`config.mk`:
```
export PLATFORM = sky130hd
export DESIGN_NAME = multi_channel_freq_decoder
export DESIGN_NICKNAME = d
export VERILOG_FILES = /design/src/rtl/multi_channel_freq_decoder.sv
export SDC_FILE = /design/constraint.sdc
export NUM_CORES = 1
export LEC_CHECK = 0
export CAP_MARGIN = 0
export CORE_MARGIN = 2
export CORE_UTILIZATION = 50
export CTS_CLUSTER_SIZE = 10
export DETAILED_ROUTE_END_ITERATION = 8
export PLACE_DENSITY = 0.69
export SYNTH_ARGS = -nofsm -noshare
export SYNTH_HDL_FRONTEND = slang
export SYNTH_SLANG_ARGS = --single-unit
```
`constraint.sdc`:
```
create_clock -name clk -period 2.65 [get_ports clk]
set_input_delay 0.53 -clock clk [delete_from_list [all_inputs] [get_ports clk]]
set_output_delay 0.53 -clock clk [all_outputs]
set_load 0.03 [all_outputs]
```
`src/rtl/multi_channel_freq_decoder.sv`:
```
// -----------------------------------------------------------------------------
// multi_channel_freq_decoder
//
// Regenerates one 50 %-duty square wave per channel from WIDTH-bit frequency
// codes delivered over a valid/ready write port. A larger code gives a shorter
// half-period: H(C) = (2^WIDTH - 1) - C. The all-ones code stops a channel
// (output forced low) and the all-zeros code freezes it at its current level.
// A new code for a running channel is parked in a one-deep pending slot and
// only applied on the edge where the half-period counter reaches 1, so the
// output never produces a short pulse when the frequency changes.
//
// Ports
//   clk         in   1         single clock, all state on the rising edge
//   rst_n       in   1         asynchronous active-low reset
//   ena         in   1         global enable; low freezes every channel
//   code_in     in   WIDTH     encoded frequency code
//   code_ch     in   CH_W      channel addressed by code_in
//   code_valid  in   1         write request
//   code_ready  out  1         write can be accepted this cycle (combinational)
//   freq_out    out  CHANNELS  regenerated square wave per channel
//   active      out  CHANNELS  channel currently generating (RUN state)
// -----------------------------------------------------------------------------
module multi_channel_freq_decoder #(
    parameter int unsigned WIDTH    = 8,
    parameter int unsigned CHANNELS = 2,
    parameter int unsigned CH_W     = 1
) (
    input  logic                clk,
    input  logic                rst_n,
    input  logic                ena,
    input  logic [WIDTH-1:0]    code_in,
    input  logic [CH_W-1:0]     code_ch,
    input  logic                code_valid,
    output logic                code_ready,
    output logic [CHANNELS-1:0] freq_out,
    output logic [CHANNELS-1:0] active
);

    localparam logic [WIDTH-1:0] CODE_STOP = {WIDTH{1'b1}};
    localparam logic [WIDTH-1:0] CODE_HOLD = {WIDTH{1'b0}};
    localparam logic [WIDTH-1:0] CNT_ONE   = WIDTH'(1);
    localparam logic [WIDTH-1:0] CNT_ZERO  = {WIDTH{1'b0}};

    typedef enum logic [1:0] {
        ST_OFF  = 2'd0,
        ST_RUN  = 2'd1,
        ST_HOLD = 2'd2
    } state_e;

    // Half-period length for a running code; only called for codes that are
    // neither all-ones nor all-zeros, so the result is always at least 1.
    function automatic logic [WIDTH-1:0] half_period(input logic [WIDTH-1:0] code);
        return CODE_STOP - code;
    endfunction

    // Per-channel state.
    state_e             state_q     [CHANNELS];
    state_e             state_d     [CHANNELS];
    logic [WIDTH-1:0]   cnt_q       [CHANNELS];
    logic [WIDTH-1:0]   cnt_d       [CHANNELS];
    logic [WIDTH-1:0]   cur_code_q  [CHANNELS];
    logic [WIDTH-1:0]   cur_code_d  [CHANNELS];
    logic [WIDTH-1:0]   pend_code_q [CHANNELS];
    logic [WIDTH-1:0]   pend_code_d [CHANNELS];
    logic [CHANNELS-1:0] out_q;
    logic [CHANNELS-1:0] out_d;
    logic [CHANNELS-1:0] pend_valid_q;
    logic [CHANNELS-1:0] pend_valid_d;

    // Write-port decode.
    logic [31:0]         ch_idx_s;
    logic                ch_in_range_s;
    logic                ch_busy_s;
    logic [CHANNELS-1:0] wr_sel_s;
    logic                wr_en_s;
    logic [CHANNELS-1:0] apply_s;

    // Decode the addressed channel and derive the handshake. An address beyond
    // the last channel is always ready so the writer never stalls; the data is
    // simply dropped because no channel's select bit matches.
    always_comb begin
        ch_idx_s      = 32'(code_ch);
        ch_in_range_s = (ch_idx_s < CHANNELS);
        ch_busy_s     = 1'b0;
        wr_sel_s      = {CHANNELS{1'b0}};
        for (int i = 0; i < int'(CHANNELS); i++) begin
            wr_sel_s[i] = (ch_idx_s == 32'(i));
            ch_busy_s   = ch_busy_s | (wr_sel_s[i] & pend_valid_q[i]);
        end
        code_ready = ena & (~ch_in_range_s | ~ch_busy_s);
        wr_en_s    = code_valid & code_ready;
    end

    // Next-state logic for every channel: apply a pending code, otherwise
    // advance the half-period counter, then capture a newly accepted code.
    always_comb begin
        state_d      = state_q;
        cnt_d        = cnt_q;
        cur_code_d   = cur_code_q;
        pend_code_d  = pend_code_q;
        out_d        = out_q;
        pend_valid_d = pend_valid_q;
        apply_s      = {CHANNELS{1'b0}};

        for (int i = 0; i < int'(CHANNELS); i++) begin
            // Idle channels take a pending code immediately; a running one
            // waits for its boundary edge so the current half-period completes.
            apply_s[i] = pend_valid_q[i] &
                         ((state_q[i] != ST_RUN) | (cnt_q[i] == CNT_ONE));

            if (ena) begin
                if (apply_s[i]) begin
                    pend_valid_d[i] = 1'b0;
                    cur_code_d[i]   = pend_code_q[i];
                    if (pend_code_q[i] == CODE_STOP) begin
                        state_d[i] = ST_OFF;
                        out_d[i]   = 1'b0;
                        cnt_d[i]   = CNT_ZERO;
                    end else if (pend_code_q[i] == CODE_HOLD) begin
                        // Freeze: level and counter are kept as they are.
                        state_d[i] = ST_HOLD;
                    end else begin
                        state_d[i] = ST_RUN;
                        cnt_d[i]   = half_period(pend_code_q[i]);
                        case (state_q[i])
                            ST_OFF:  out_d[i] = 1'b0;
                            // The boundary toggle still happens on a rate change.
                            ST_RUN:  out_d[i] = ~out_q[i];
                            ST_HOLD: out_d[i] = out_q[i];
                            default: out_d[i] = 1'b0;
                        endcase
                    end
                end else if (state_q[i] == ST_RUN) begin
                    if (cnt_q[i] == CNT_ONE) begin
                        out_d[i] = ~out_q[i];
                        cnt_d[i] = half_period(cur_code_q[i]);
                    end else begin
                        cnt_d[i] = cnt_q[i] - CNT_ONE;
                    end
                end else begin
                    state_d[i] = state_q[i];
                end

                // Acceptance implies the slot was empty, so this never collides
                // with an apply on the same channel in the same cycle.
                if (wr_en_s & wr_sel_s[i]) begin
                    pend_valid_d[i] = 1'b1;
                    pend_code_d[i]  = code_in;
                end else begin
                    pend_code_d[i]  = pend_code_d[i];
                end
            end else begin
                state_d[i] = state_q[i];
            end
        end
    end

    // Channel state registers with asynchronous clear.
    always_ff @(posedge clk or negedge rst_n) begin
        if (!rst_n) begin
            for (int i = 0; i < int'(CHANNELS); i++) begin
                state_q[i]     <= ST_OFF;
                cnt_q[i]       <= CNT_ZERO;
                cur_code_q[i]  <= CODE_STOP;
                pend_code_q[i] <= CODE_STOP;
            end
            out_q        <= {CHANNELS{1'b0}};
            pend_valid_q <= {CHANNELS{1'b0}};
        end else begin
            for (int i = 0; i < int'(CHANNELS); i++) begin
                state_q[i]     <= state_d[i];
                cnt_q[i]       <= cnt_d[i];
                cur_code_q[i]  <= cur_code_d[i];
                pend_code_q[i] <= pend_code_d[i];
            end
            out_q        <= out_d;
            pend_valid_q <= pend_valid_d;
        end
    end

    // Outputs are taken straight from registered state, so they are glitch-free
    // and drop to zero the moment reset asserts.
    always_comb begin
        freq_out = out_q;
        active   = {CHANNELS{1'b0}};
        for (int i = 0; i < int'(CHANNELS); i++) begin
            active[i] = (state_q[i] == ST_RUN);
        end
    end

endmodule

```
After elaboration in Yosys (flattened, before gate mapping)

Cells that the tools add are included.

Add/subtract/negate cells: 6
Equal/unequal tests: 14
Multiplexer cells: 30
Bitwise gates (word level): 15
Reduce and logical (&&, ||, !) cells: 18

Operators by type and width:

| cell                                                                     | number |
|---|---|
| 8-bit two-way mux                                                        | 10 |
| 8-bit subtractor (first input constant)                                  | 4 |
| 8-bit by 1-bit == test with 1-bit output (second input constant)         | 2 |
| 8-bit == test (second input constant)                                    | 2 |
| 8-bit logical NOT                                                        | 2 |
| 8-bit by 1-bit subtractor with 8-bit output (second input constant)      | 2 |
| 1-bit two-way mux                                                        | 14 |
| 3-bit inequality test (second input constant)                            | 4 |
| 2-bit AND reduction                                                      | 6 |
| 2-bit nonzero test                                                       | 6 |
| 5-bit AND reduction                                                      | 2 |
| 1-bit bitwise AND                                                        | 8 |
| 2-bit two-way mux                                                        | 4 |
| 3-bit AND reduction                                                      | 2 |
| 2-bit by 1-bit == test with 1-bit output (second input constant)         | 2 |
| 2-bit == test (second input constant)                                    | 2 |
| 2-bit by 1-bit inequality test with 1-bit output (second input constant) | 2 |
| 1-bit NOT                                                                | 4 |
| 1-bit case mux with 2 select lines                                       | 2 |
| 1-bit OR                                                                 | 3 |

Flip-flop bits (word level): 56
Output and inout bits: 5

Longest topological paths before layout

Depth in word-level cells: 9
Gate-level depth with buffers: 9
Mapped depth without buffers: 7

Worst setup path before layout

OpenSTA, ideal clock, no wires.

Kind: flip-flop to flip-flop
From: register cnt_q[4] in the netlist's numbering
To: register cnt_q[6] in the netlist's numbering
Arrival: 2.077 ns
Setup slack: 0.448 ns
Cell stages (with the launch flop): 6
Path buffers: 1
Period minus slack after synthesis: 2.202 ns
Cell sequence: dfrtp_1 -> or4_1 -> buf_2 -> o31a_1 -> o31ai_4 -> mux2_2

Cells in the longest elaborated chain, start to end: 5
Elaborated cells between the ends (all ways): 10
Those cells by class: add/sub: 1; eq/ne: 2; mux: 3; bitwise: 2; reduce/logical: 2

Ends and longest elaborated chain:

| what                                                                                                | RTL line | text |
|---|---|---|
| start: declaration                                                                                  | 59       | `logic [WIDTH-1:0] cnt_q [CHANNELS];` |
| start signal: indexed assignment                                                                    | 172      | `cnt_q[i] <= cnt_d[i];` |
| parallel branches: the longest is 5 deep, another holds 8-bit by 1-bit subtractor with 8-bit output | --       |  |

Several ways; the timed one is not identified. The select of a mux whose other input is x is not followed.
A chain may end at the register's enable or synchronous reset.

Final worst setup path

From: register cnt_q[4] in the netlist's numbering
To: register cnt_q[5] in the netlist's numbering

The elaborated chain is that of the path after synthesis.

==> results by stage <==
Run status:
- The flow ran to the end, and the final reports show no timing, DRC or antenna violations.

GRT:
- Entering global routing, the biggest net connects 25 pins.
- For this run, global-route usage on met1 was measured as 0.2820.
- For met2 alone, demand over resource in global routing was 0.3057.
- The number of global-route vias before repair came to 2101.
- In the global route stage, overall resource usage came out at 0.1980.
- The initial antenna violation count is 0.
- The met3 usage in global routing is 0.04066.
- The highest-utilization routing layer at the global route stage is met2.
- The first global-routing pass estimated approximately 10000 um of wire.
- For this run the aggregate overflow at the end of global routing stands at 0.

STA:
- The shortest clock period the worst path allows after layout is 2.276 ns.
- For the final routed database, the setup TNS stands at 0 ns.
- The worst slew slack as a fraction of its limit is 0.5591.
- The number of slew-limit violations in the final report is 0.
- The share of the clock period used by the worst path after layout is 0.8588.
- The number of hold violations in the final report came to 0.
- Setup repair after global routing left no endpoint under its margin.
- At the pin with the least slew margin, the transition time is 0.6553 ns.
- Between clock sinks in the finished design, the worst skew comes to approximately 0.012 ns.
- The maximum frequency from static timing analysis is 0.4394 GHz.
- The setup violation total in the final timing report is 0.

Synthesis:
- The average cell area after synthesis is 10.43 um^2.
- The proportion of synthesized flip-flops having asynchronous set or reset is 1.000.
- The Yosys step of the flow raised 0 warnings.
- After synthesis the netlist holds a flip-flop and latch count of 56.
- In this run the cell area of the synthesized design comes to 3034 um^2.
- Synthesis handed over a netlist of 291 instances.
- After synthesis, the netlist uses 46 different library cells.
- Counting flops with a built-in enable in the synthesized netlist gives 0.
- Of the synthesized area, sequential elements account for 0.4751.
- For this run, the leading register cell type out of synthesis is dfstp_2.
- Synthesis produced a netlist with a net count of about 310.

Place:
- After legalization and detailed placement, the total HPWL measured 4430 um.
- The congestion estimate from routability-driven global placement came to 0.8513.
- The count of port buffers added during placement is 17.
- In this run the cell area measured after placement is 3294 um^2.

Finish:
- Of the cells placed in the final design, the portion with a size suffix greater than 1 is 0.3109.
- The synthesis-to-layout area growth is 11.67%.
- The count of antenna diodes in the layout is 0.
- The final non-filler cell area is 3388 um^2.
- The most frequent standard cell in the layout excluding fill and tap cells is mux2_2.
- The count of nets after finishing is around 330.
- In the layout the commonest cells are 34 x mux2_2, 32 x dfstp_2, 26 x nand2_1.

Power and ir drop:
- In this run the power spent charging and discharging nets is 0.001679 W.
- The share of total power dissipated in sequential elements is 0.448.
- The worst-case IR drop observed on VDD is 0.0005583 V.
- The overall power of the completed layout is 0.004266 W.
- Of the total power, the share spent switching nets is 0.3936.
- In this run the power density over the cells is 1259 nW/um^2.
- For this design the static power due to leakage is 1.370 nW.
- The internal portion of the total power is ~0.0026 W.
- Of the total power, combinational logic draws 0.437.
- The clock network fraction of total power is 0.116.

Worst setup path:
- The highest-delay cell along the critical path is or4_1.
- The signal arrival time at the worst endpoint is 2.48 ns.
- Traced cell by cell, the critical path runs through or4_1, o31a_1, o31ai_4, buf_4, nand2b_1, o31a_1.
- STA classifies the critical path startpoint as a register.
- The critical path is of the reg2reg type.
- The worst register-to-register path has a depth of 6.
- The slack of the worst reg-to-reg path is about 0.37 ns.
- The worst register-to-register path begins at cnt_q[4].
- In this design, the stage delay of the slowest critical-path cell is 0.66 ns.
- The reg-to-reg critical path endpoint is cnt_q[5].
- The sort of element at the end of the critical path is a register.
- The library cell appearing most often on the critical path is o31a_1.
- In this run the worst path has a maximum fanout of 14.
- The most critical setup path has its startpoint at cnt_q[4].
- The required arrival time at the worst endpoint is between 2 and 3 ns.

Detailed routing:
- After detailed routing, the average wire length per cell comes to approximately 16 um.
- The DRC violation total after the first TritonRoute iteration is 206.
- The via total after detailed routing is 2255.
- The post-route antenna net violation count is 0.
- After detailed routing, the number of remaining DRC violations is 0.
- The count of TritonRoute iterations in the first routing pass is 4.
- The number of vias per cell is 5.827.
- The total wire length is ~6000 um.

Clock tree:
- The tree built by TritonCTS fans out to 56 sinks.
- Post-CTS repair changed the size of 0 cells.
- The clock tree root buffer cell is clkbuf_8.
- The number of buffers inserted to repair setup after CTS is 0.
- The number of buffers created by CTS is 5.
- The clock tree from TritonCTS is built.
- The largest buffer count on any clock path is 2.
- Clock latency on the worst-skew pair, taken at its later pin, is 0.32 ns.
- Clock-pin slew was measured on the worst setup and hold paths at 0.11 ns.
- The level count of the clock H-tree is 2.
- The number of buffers inserted by hold repair at cts is 0.

Floorplanning:
- During I/O placement, the number of pins put on the boundary was 18.
- The die outline width is roughly 82 um.
- The initialized floorplan defines 28 standard-cell rows.
- The die covers 6708 um^2.
- The initial standard-cell utilization of the core is 0.5155.
- Measured along the y axis, the die boundary spans 81.90 um.
- The standard cell core area is around 5900 um^2.

Min path:
- The tightest min-delay check is of the in2async type.

Run:
- The max-cap check violation count is 0.
==> stage by stage <==
step / hold WS (ns) / setup WS (ns) / cells / utilization
detailed placement: 0.4764 / 0.3531 / 379 / 0.5597
CTS: 0.1658 / 0.3741 / 387 / 0.5757
finish: 0.1510 / 0.3741 / 387 / 0.5757
global placement: 0.4710 / 0.4315 / 379 / 0.5597
floorplan: 0.2344 / 0.4482 / 291 / -
global route: 0.1810 / 0.2637 / 387 / 0.5757
==> kinds of logic (layout without fill, tap and decap cells) <==
family / count (synthesis) / after routing / synth area share
xor gates and xnor gates: 7 / 7 / 0.02021
and+or+nand+nor: 90 / 90 / 0.1513
buffers and inverters: 23 / 44 / 0.03340
adders and majority gates: 4 / 4 / 0.01650
DFF: 56 / 56 / 0.4751
AOI/OAI and AO/OA: 69 / 69 / 0.1509
muxes: 42 / 42 / 0.1526
==> power groups by stage <==
stage,logic [W],clock network (W),registers [W]
3_3_place_gp,0.00183,0,0.00190
5_1_grt,0.00208,0.000539,0.00198
3_5_place_dp,0.00187,0,0.00192
4_1_cts,0.00187,0.000509,0.00190
2_1_floorplan,0.00151,0,0.00177
6_report,0.00186,0.000494,0.00191
==> per-layer routing <==
layer / vias to the layer above / wire [um]
met4: 0 / 75
met3: 6 / 257
met5: - / 0
li1: 1101 / -
met2: 35 / 2636
met1: 1113 / 3076
==> synth_stat cells, types with 2 or more instances <==
cell type / n / area [um^2]
xnor2_1: 6 / 52.55
dfrtp_1: 24 / 600.6
or2_2: 5 / 31.28
o41ai_1: 2 / 17.52
nor4_1: 8 / 50.05
a22oi_1: 4 / 30.03
mux2i_1: 8 / 80.08
ha_1: 4 / 50.05
buf_2: 6 / 30.03
clkbuf_1: 6 / 22.52
dfstp_2: 32 / 840.8
a21oi_1: 18 / 90.09
nand2b_1: 5 / 31.28
nand3_1: 5 / 25.02
nor3b_1: 3 / 22.52
o21ai_2: 4 / 35.03
a211oi_1: 4 / 30.03
o22ai_1: 2 / 12.51
nor3_1: 5 / 25.02
o21ai_0: 16 / 80.08
nor2_1: 22 / 82.58
o31a_1: 2 / 17.52
inv_1: 10 / 37.54
a31oi_1: 3 / 18.77
o31ai_1: 2 / 15.01
nor4bb_1: 2 / 20.02
a21boi_0: 2 / 15.01
nand2_1: 26 / 97.59
mux2_2: 34 / 382.9
nand4_1: 5 / 31.28
==> worst max-delay path: cells and delay by family (launching register included) <==
family / cells / cell delay, ns
buffers and inverters: 1 / 0.24
AND/OR/NAND/NOR: 2 / 0.74
flip-flops: 1 / 0.43
AO/OA/AOI/OAI: 3 / 0.75
==> state kept, by name, indices dropped and copies added, names as in the netlist <==
register,flops
state_q,4
freq_out,2
pend_valid_q,2
cnt_q,16
pend_code_q,16
cur_code_q,16
==> layout make-up <==
class                      count  area (um^2)
fill                         520         2497
multi-input combinational    212         1491
sequential                    56         1441
timing repair buffer          26        230.2
tap                           75        93.84
clock buffer                   7        86.33
inverter                      10        37.54
clock inverter                 1        7.507
==> worst max path at each step <==
stage | endpoint | slack (ns)
finish | cnt_q[5] | 0.37
detailed placement | pend_code_q[0] | 0.35
global placement | cnt_q[5] | 0.43
global route | cnt_q[5] | 0.26
floorplan | cnt_q[6] | 0.45
CTS | cnt_q[5] | 0.37
Note: power is estimated with default switching activity, not from simulation.
